===== src/rtl/wbpico_slave.sv =====
// wbpico_slave: Wishbone pipelined slave bridging onto a picorv32-style
// native valid/ready memory target. One transaction in flight at a time;
// the bus is stalled while it is outstanding, and a silent target is turned
// into a Wishbone error by a timeout counter.
//
// Handshakes:
//   Wishbone side: a request is taken in any cycle where i_wb_cyc && i_wb_stb
//   && !o_wb_stall. Completion is a single-cycle o_wb_ack (read data valid on
//   o_wb_data in that cycle) or a single-cycle o_wb_err, never both.
//   Native side: o_mem_valid rises with addr/wdata/wstrb stable and stays high
//   until a cycle with i_mem_ready (or a timeout); i_mem_ready is looked at
//   only while o_mem_valid is high.
//
// TIMEOUT_CYCLES must be below 2**CW; 0 disables the timeout.

module wbpico_slave #(
  parameter int TIMEOUT_CYCLES = 255,
  parameter int CW             = 8
) (
  input  logic        i_clk,
  input  logic        i_reset,
  // Wishbone pipelined slave port
  input  logic        i_wb_cyc,
  input  logic        i_wb_stb,
  input  logic        i_wb_we,
  input  logic [29:0] i_wb_addr,
  input  logic [31:0] i_wb_data,
  input  logic [3:0]  i_wb_sel,
  output logic        o_wb_stall,
  output logic        o_wb_ack,
  output logic [31:0] o_wb_data,
  output logic        o_wb_err,
  // Native memory master port
  output logic        o_mem_valid,
  output logic [31:0] o_mem_addr,
  output logic [31:0] o_mem_wdata,
  output logic [3:0]  o_mem_wstrb,
  input  logic        i_mem_ready,
  input  logic [31:0] i_mem_rdata,
  // Current FSM state, for observation only
  output logic [1:0]  o_state
);

  typedef enum logic [1:0] {
    ST_IDLE  = 2'd0,  // ready to accept a request
    ST_BUSY  = 2'd1,  // native request issued, bus still attached
    ST_ABORT = 2'd2   // native request issued, bus cycle already dropped
  } state_t;

  // Counter value on the last silent cycle before the request is abandoned.
  localparam logic [CW-1:0] CNT_LAST = CW'(TIMEOUT_CYCLES - 1);
  localparam logic [CW-1:0] CNT_ONE  = CW'(1);
  localparam bit            TO_EN    = (TIMEOUT_CYCLES != 0);

  state_t        state;
  state_t        state_d;
  logic [CW-1:0] cnt;
  logic [CW-1:0] cnt_d;
  logic          mem_valid_d;
  logic          stall_d;
  logic          ack_d;
  logic          err_d;
  logic          capture;
  logic          load_rdata;
  logic          we_q;
  logic          timeout_hit;

  assign o_state = state;

  // The target has been silent for TIMEOUT_CYCLES cycles once this cycle ends.
  assign timeout_hit = TO_EN && (cnt == CNT_LAST);

  // State register.
  always_ff @(posedge i_clk or posedge i_reset) begin
    if (i_reset) state <= ST_IDLE;
    else         state <= state_d;
  end

  // Next-state and next-output decisions; ready beats a same-cycle timeout.
  always_comb begin
    state_d     = state;
    mem_valid_d = o_mem_valid;
    stall_d     = o_wb_stall;
    ack_d       = 1'b0;
    err_d       = 1'b0;
    cnt_d       = cnt;
    capture     = 1'b0;
    load_rdata  = 1'b0;
    case (state)
      ST_IDLE: begin
        if (i_wb_cyc && i_wb_stb) begin
          capture = 1'b1;
          if (i_wb_we && (i_wb_sel == 4'h0)) begin
            // A write touching no bytes completes without bothering the target.
            ack_d = 1'b1;
          end else begin
            state_d     = ST_BUSY;
            mem_valid_d = 1'b1;
            stall_d     = 1'b1;
            cnt_d       = '0;
          end
        end
      end
      ST_BUSY: begin
        if (i_mem_ready) begin
          state_d     = ST_IDLE;
          mem_valid_d = 1'b0;
          stall_d     = 1'b0;
          // If the master left in this very cycle, nobody is there to ack.
          if (i_wb_cyc) begin
            ack_d      = 1'b1;
            load_rdata = !we_q;
          end
        end else if (timeout_hit) begin
          state_d     = ST_IDLE;
          mem_valid_d = 1'b0;
          stall_d     = 1'b0;
          err_d       = i_wb_cyc;
        end else begin
          if (TO_EN) cnt_d = cnt + CNT_ONE;
          // Valid may not be withdrawn before ready, so keep waiting detached.
          if (!i_wb_cyc) state_d = ST_ABORT;
        end
      end
      ST_ABORT: begin
        if (i_mem_ready || timeout_hit) begin
          state_d     = ST_IDLE;
          mem_valid_d = 1'b0;
          stall_d     = 1'b0;
        end else if (TO_EN) begin
          cnt_d = cnt + CNT_ONE;
        end
      end
      default: begin
        state_d     = ST_IDLE;
        mem_valid_d = 1'b0;
        stall_d     = 1'b0;
      end
    endcase
  end

  // Control registers: handshake flags, completion pulses and timeout counter.
  always_ff @(posedge i_clk or posedge i_reset) begin
    if (i_reset) begin
      o_mem_valid <= 1'b0;
      o_wb_stall  <= 1'b0;
      o_wb_ack    <= 1'b0;
      o_wb_err    <= 1'b0;
      cnt         <= '0;
    end else begin
      o_mem_valid <= mem_valid_d;
      o_wb_stall  <= stall_d;
      o_wb_ack    <= ack_d;
      o_wb_err    <= err_d;
      cnt         <= cnt_d;
    end
  end

  // Request capture; only loads in IDLE, so it is frozen while valid is high.
  always_ff @(posedge i_clk or posedge i_reset) begin
    if (i_reset) begin
      o_mem_addr  <= '0;
      o_mem_wdata <= '0;
      o_mem_wstrb <= '0;
      we_q        <= 1'b0;
    end else if (capture) begin
      o_mem_addr  <= {i_wb_addr, 2'b00};
      o_mem_wdata <= i_wb_data;
      o_mem_wstrb <= i_wb_we ? i_wb_sel : 4'h0;
      we_q        <= i_wb_we;
    end
  end

  // Read data register; updated only alongside a read acknowledge.
  always_ff @(posedge i_clk or posedge i_reset) begin
    if (i_reset)         o_wb_data <= '0;
    else if (load_rdata) o_wb_data <= i_mem_rdata;
  end

  // Completion pulses are exclusive.
  a_ack_err_excl: assert property (@(posedge i_clk) disable iff (i_reset)
    !(o_wb_ack && o_wb_err));

  // Native request fields do not move while a request is outstanding.
  a_req_stable: assert property (@(posedge i_clk) disable iff (i_reset)
    (o_mem_valid && $past(o_mem_valid)) |->
      ($stable(o_mem_addr) && $stable(o_mem_wdata) && $stable(o_mem_wstrb)));

endmodule


===== config.mk =====
export PLATFORM = sky130hd
export DESIGN_NAME = wbpico_slave
export DESIGN_NICKNAME = d
export VERILOG_FILES = /design/src/rtl/wbpico_slave.sv
export SDC_FILE = /design/constraint.sdc
export NUM_CORES = 1
export LEC_CHECK = 0
export ABC_AREA = 1
export CORE_AREA = 2 2 132 134
export CTS_CLUSTER_DIAMETER = 100
export CTS_CLUSTER_SIZE = 40
export DETAILED_ROUTE_END_ITERATION = 16
export DIE_AREA = 0 0 134 136
export GPL_TIMING_DRIVEN = 0
export HOLD_SLACK_MARGIN = 0.05
export PLACE_DENSITY_LB_ADDON = 0.25
export SLEW_MARGIN = 20
export SYNTH_ARGS = -nofsm -noshare
export SYNTH_HDL_FRONTEND = slang
export SYNTH_SLANG_ARGS = --single-unit

===== constraint.sdc =====
create_clock -name i_clk -period 8.3 [get_ports i_clk]
set_input_delay 2.075 -clock i_clk [delete_from_list [all_inputs] [get_ports i_clk]]
set_output_delay 2.075 -clock i_clk [all_outputs]
set_load 0.02 [all_outputs]

After elaboration in Yosys (flattened, before gate mapping) --
Index checks and enable logic that the tools add are counted.
Word-level totals: register bits 112, output and inout bits 106
Cells by class: add/subtract/negate cells 1, equality and inequality tests 11, muxes and demuxes 33, reductions and logical operators 10
Operators by type and width (count):
- $mux 8 | 5
- $pmux 8 s3 | 1
- $mux 1 | 17
- $mux 2 | 6
- $ne 2x2->1 const B | 6
- $add 8x1->8 const B | 1
- $eq 8x8->1 const B | 1
- $reduce_and 4->1 | 2
- $pmux 2 s3 | 1
- $reduce_and 6->1 | 1
- $logic_not 4->1 | 1
- $mux 4 | 1
- $ne 4x4->1 const B | 1
- $ne 3x3->1 const B | 1
- $pmux 1 s3 | 1
- $reduce_bool 3->1 | 1
- $eq 2x1->1 const B | 1
- $eq 2x2->1 const B | 1
- $logic_and 1x1->1 | 2
- $logic_not 2->1 | 1
- $pmux 1 s2 | 1
- $logic_not 1->1 | 1
- $logic_or 1x1->1 | 1

Longest topological paths before layout --
depth after elaboration 5, depth in mapped cells 11

Least setup slack after synthesis --
Ideal clock, no wire load.
path kind input to register, start point input i_wb_cyc, end point register o_wb_data[0], setup time 0.125 ns, data arrival time 2.810 ns, slack 5.365 ns, cell stages on the path 5, path buffers 1, cell sequence inv_1 nor2_4 nand2_4 buf_12 mux2_4
On the way: cells in the longest elaborated chain, start to end 3
Ends and longest elaborated chain:
- start, declared | line 23 | input logic i_wb_cyc,
- $mux 1 | line 110 | if (i_wb_cyc) begin
- $mux 1 | line 105 | if (i_mem_ready) begin
- $mux 1 | line 89 | case (state)
- end signal, assigned | line 177 | else if (load_rdata) o_wb_data <= i_mem_rdata;
- end, declared | line 31 | output logic [31:0] o_wb_data,
No other way between the ends. A chain may end at the register's enable or synchronous reset.

==> impl_metrics.ini <==
[pwr]
irDropWorstVdd_mv = 0.156
pwr_density_cell_nw_per_um2 = 371
total_leakage_power_nw = 3.67

[global_route]
antenna_found_initial = 0
grt-ovfl-total = 0
grt_pass1_wl_um = 20400
grt_pass1_vias = 3990
grt_max_degree = 63
grt_usage_pct = 14.3

[die]
core-area_um2 = 16900
initial_core_util_pct = 28.5
std_cell_rows = 48
ios = 210
fp.dieH_um = 136
die_area_um2 = 18200
die_x_um = 134

[clock_network]
cts_hold_buf = 0
htree_levels = 3
insertion_delay_ns = 0.36
cts_setup_buffers = 0
clock_sinks = 112
cts_tree = done
cts_buffer_depth = 2
path_clk_slew_ns = 0.07
post_cts_resized = 0
cts_root_buffer = clkbuf_16
numCtsBuffers = 9

[detailed_routing]
wl_per_cell_um = 13.5
route.vias.total = 3937
wirelength_um = 12600
drtIter0Drc = 140
vias_per_cell = 4.22
ant_nets = 0
drcViolationCount = 0
drt_first_pass_iters = 4

[synthesis]
synth.largest_area_cell = dfrtp_1
synth_seq_cells = 112
synth_cells = 485
ys_async_sr_fraction_pct = 100
synth_edf_count = 0
ys_seq_area_share_pct = 58.3
yosys_most_used_dff = dfrtp_1
yosysMostFrequentCell = nand2_1
yosysWarnings = 0
synth_top_area_share_pct = 58.3
synth_area_leaders = dfrtp_1 58%, nand2_1 19%, mux2_4 9.4%
synth_area_per_cell_um2 = 9.91
synth_area_um2 = 4810
synth.distinct_cells = 32
ys_top_cells_by_count = 242 x nand2_1, 112 x dfrtp_1, 30 x mux2_4

[timing]
fin_worst_skew_ns = 0.0129
finalSetupTns_ns = 0
fin_hold_ws_ns = 0.473
rsz0062_at_grt = false
timing.fmax_mhz = 284
setup_violations = 0
hold_viol_final = 0
min_period_over_period_pct = 42.4
period_minus_slack_ns = 3.52
drv_slew = 0

[setup_path]
reg2reg_slack_ns = 6.41
cp_max_fo = 3
reg2regPathDepth = 9
crit_path_cell_trace = buf_4, clkdlybuf4s50_1
path_class = flop to primary output
critical-path-top-delay-family = buffers and inverters
crit_slowest_cell = clkdlybuf4s50_1
cpPeakStageDelay_ns = 0.59
r2r-start = o_state[1]
crit_required_ns = 6.23
r2r_end = o_mem_addr[17]
cp_num_buf_inv = 2
worstSetupEndpointType = primary output
arrival_ns = 1.44
cp-start-kind = flop
cp.depth = 2

[run_status]
status = finished, final reports clean

[min_path]
hold_depth = 2
hp-class = flop to flop
hp-start = o_mem_wdata[23]
holdPathEnd = o_mem_wdata[23]

[finish]
area_growth_syn_to_layout_pct = 56.0
num_antenna_cells = 0
nets = 815
n_fill_cell = 1601
layout-drive-gt1-share_pct = 11.3

[flow_run]
max_cap_violations = 0

[place]
hpwlAfterDp_um = 9470
place_congestion = 0.788
port_buffers = 207
## state kept, by name, summed over array words and instances, names as in the netlist
register / flops
we_q: 1
o_mem_valid: 1
o_wb_err: 1
cnt: 8
o_wb_data: 32
o_state: 2
o_mem_wdata: 32
o_mem_addr: 30
o_wb_ack: 1
o_mem_wstrb: 4
## worst max-delay path by stage
stage | start | endpoint | slack, ns
finish | o_mem_valid | o_wb_stall | 4.78
global route | o_mem_valid | o_wb_stall | 4.73
CTS | o_mem_valid | o_wb_stall | 4.75
detailed placement | i_wb_cyc | o_mem_addr[6] | 4.56
global placement | i_reset | o_mem_wdata[3] | 1.53
floorplan | i_reset | cnt[0] | 3.27
## per-stage QoR
step	utilization [%]	worst slack [ns]	cell area, um2	cells	power [mW]
2_1_floorplan	-	3.27	4810	486	1.67
3_3_place_gp	42.5	1.53	7170	918	2.34
3_5_place_dp	42.7	4.56	7200	919	2.36
4_1_cts	44.4	4.75	7500	934	2.83
5_1_grt	44.4	4.73	7500	934	2.97
6_report	44.4	4.78	7500	934	2.79
## worst reg2reg max path, cell delays in order, from the launching register on
cell	delay [ns]
dfrtp_1	0.41
inv_1	0.13
ha_1	0.30
inv_2	0.08
nor2_4	0.23
inv_2	0.09
buf_2	0.20
buf_2	0.21
nand2_1	0.08
nand2_1	0.05
## cell families after synthesis
family | count (synthesis) | share of synthesized area (%)
fa+ha+maj | 6 | 1.56
compound gates | 6 | 0.651
other cells | 1 | 0.0780
mux | 32 | 9.84
buf+inv | 39 | 4.66
simple gates | 287 | 24.6
xor+xnor | 2 | 0.364
flops | 112 | 58.3
## cell usage in the layout, fill, tap and decap left out, types with 2 or more instances in the layout
cell	instances
clkbuf_16	9
nor3_1	2
mux2_2	2
clkbuf_1	3
nand2_4	2
o21ai_1	2
buf_4	5
inv_2	3
mux2_4	30
nand3_1	13
nor2_4	3
nor2_1	13
inv_6	3
dfrtp_1	112
o21ai_0	2
nand2_1	242
buf_2	8
inv_1	15
nand4_1	2
nand2_2	4
conb_1	2
ha_1	6
clkdlybuf4s50_1	207
buf_12	3
## cell type report
| class | count | area (um2) | share of cell area [%] |
|---|---|---|---|
| buffer | 20 | 153 | 2.04 |
| clock buffer | 10 | 239 | 3.19 |
| clock inverter | 5 | 63.8 | 0.851 |
| inverter | 19 | 76.3 | 1.02 |
| multi-input combinational | 335 | 1790 | 23.8 |
| sequential | 112 | 2800 | 37.4 |
| tap | 225 | 282 | 3.75 |
| timing repair buffer | 208 | 2100 | 28.0 |
## power by group
part           switching [mW]  total (mW)  internal, mW  leakage (nW)
Clock                   0.201       0.445         0.244         0.146
Combinational           0.700        1.39         0.690          2.12
Sequential              0.149       0.951         0.802          1.40
## layer usage
| layer | wire [um] | vias up | global-route usage (%) |
|---|---|---|---|
| met4 | 230 | 0 | 5.26 |
| met3 | 726 | 15 | 3.69 |
| met5 | 0 | - | 0 |
| li1 | - | 1936 | - |
| met2 | 6170 | 119 | 24.1 |
| met1 | 5500 | 1867 | 17.7 |
Note: power is estimated with default switching activity, not from simulation.
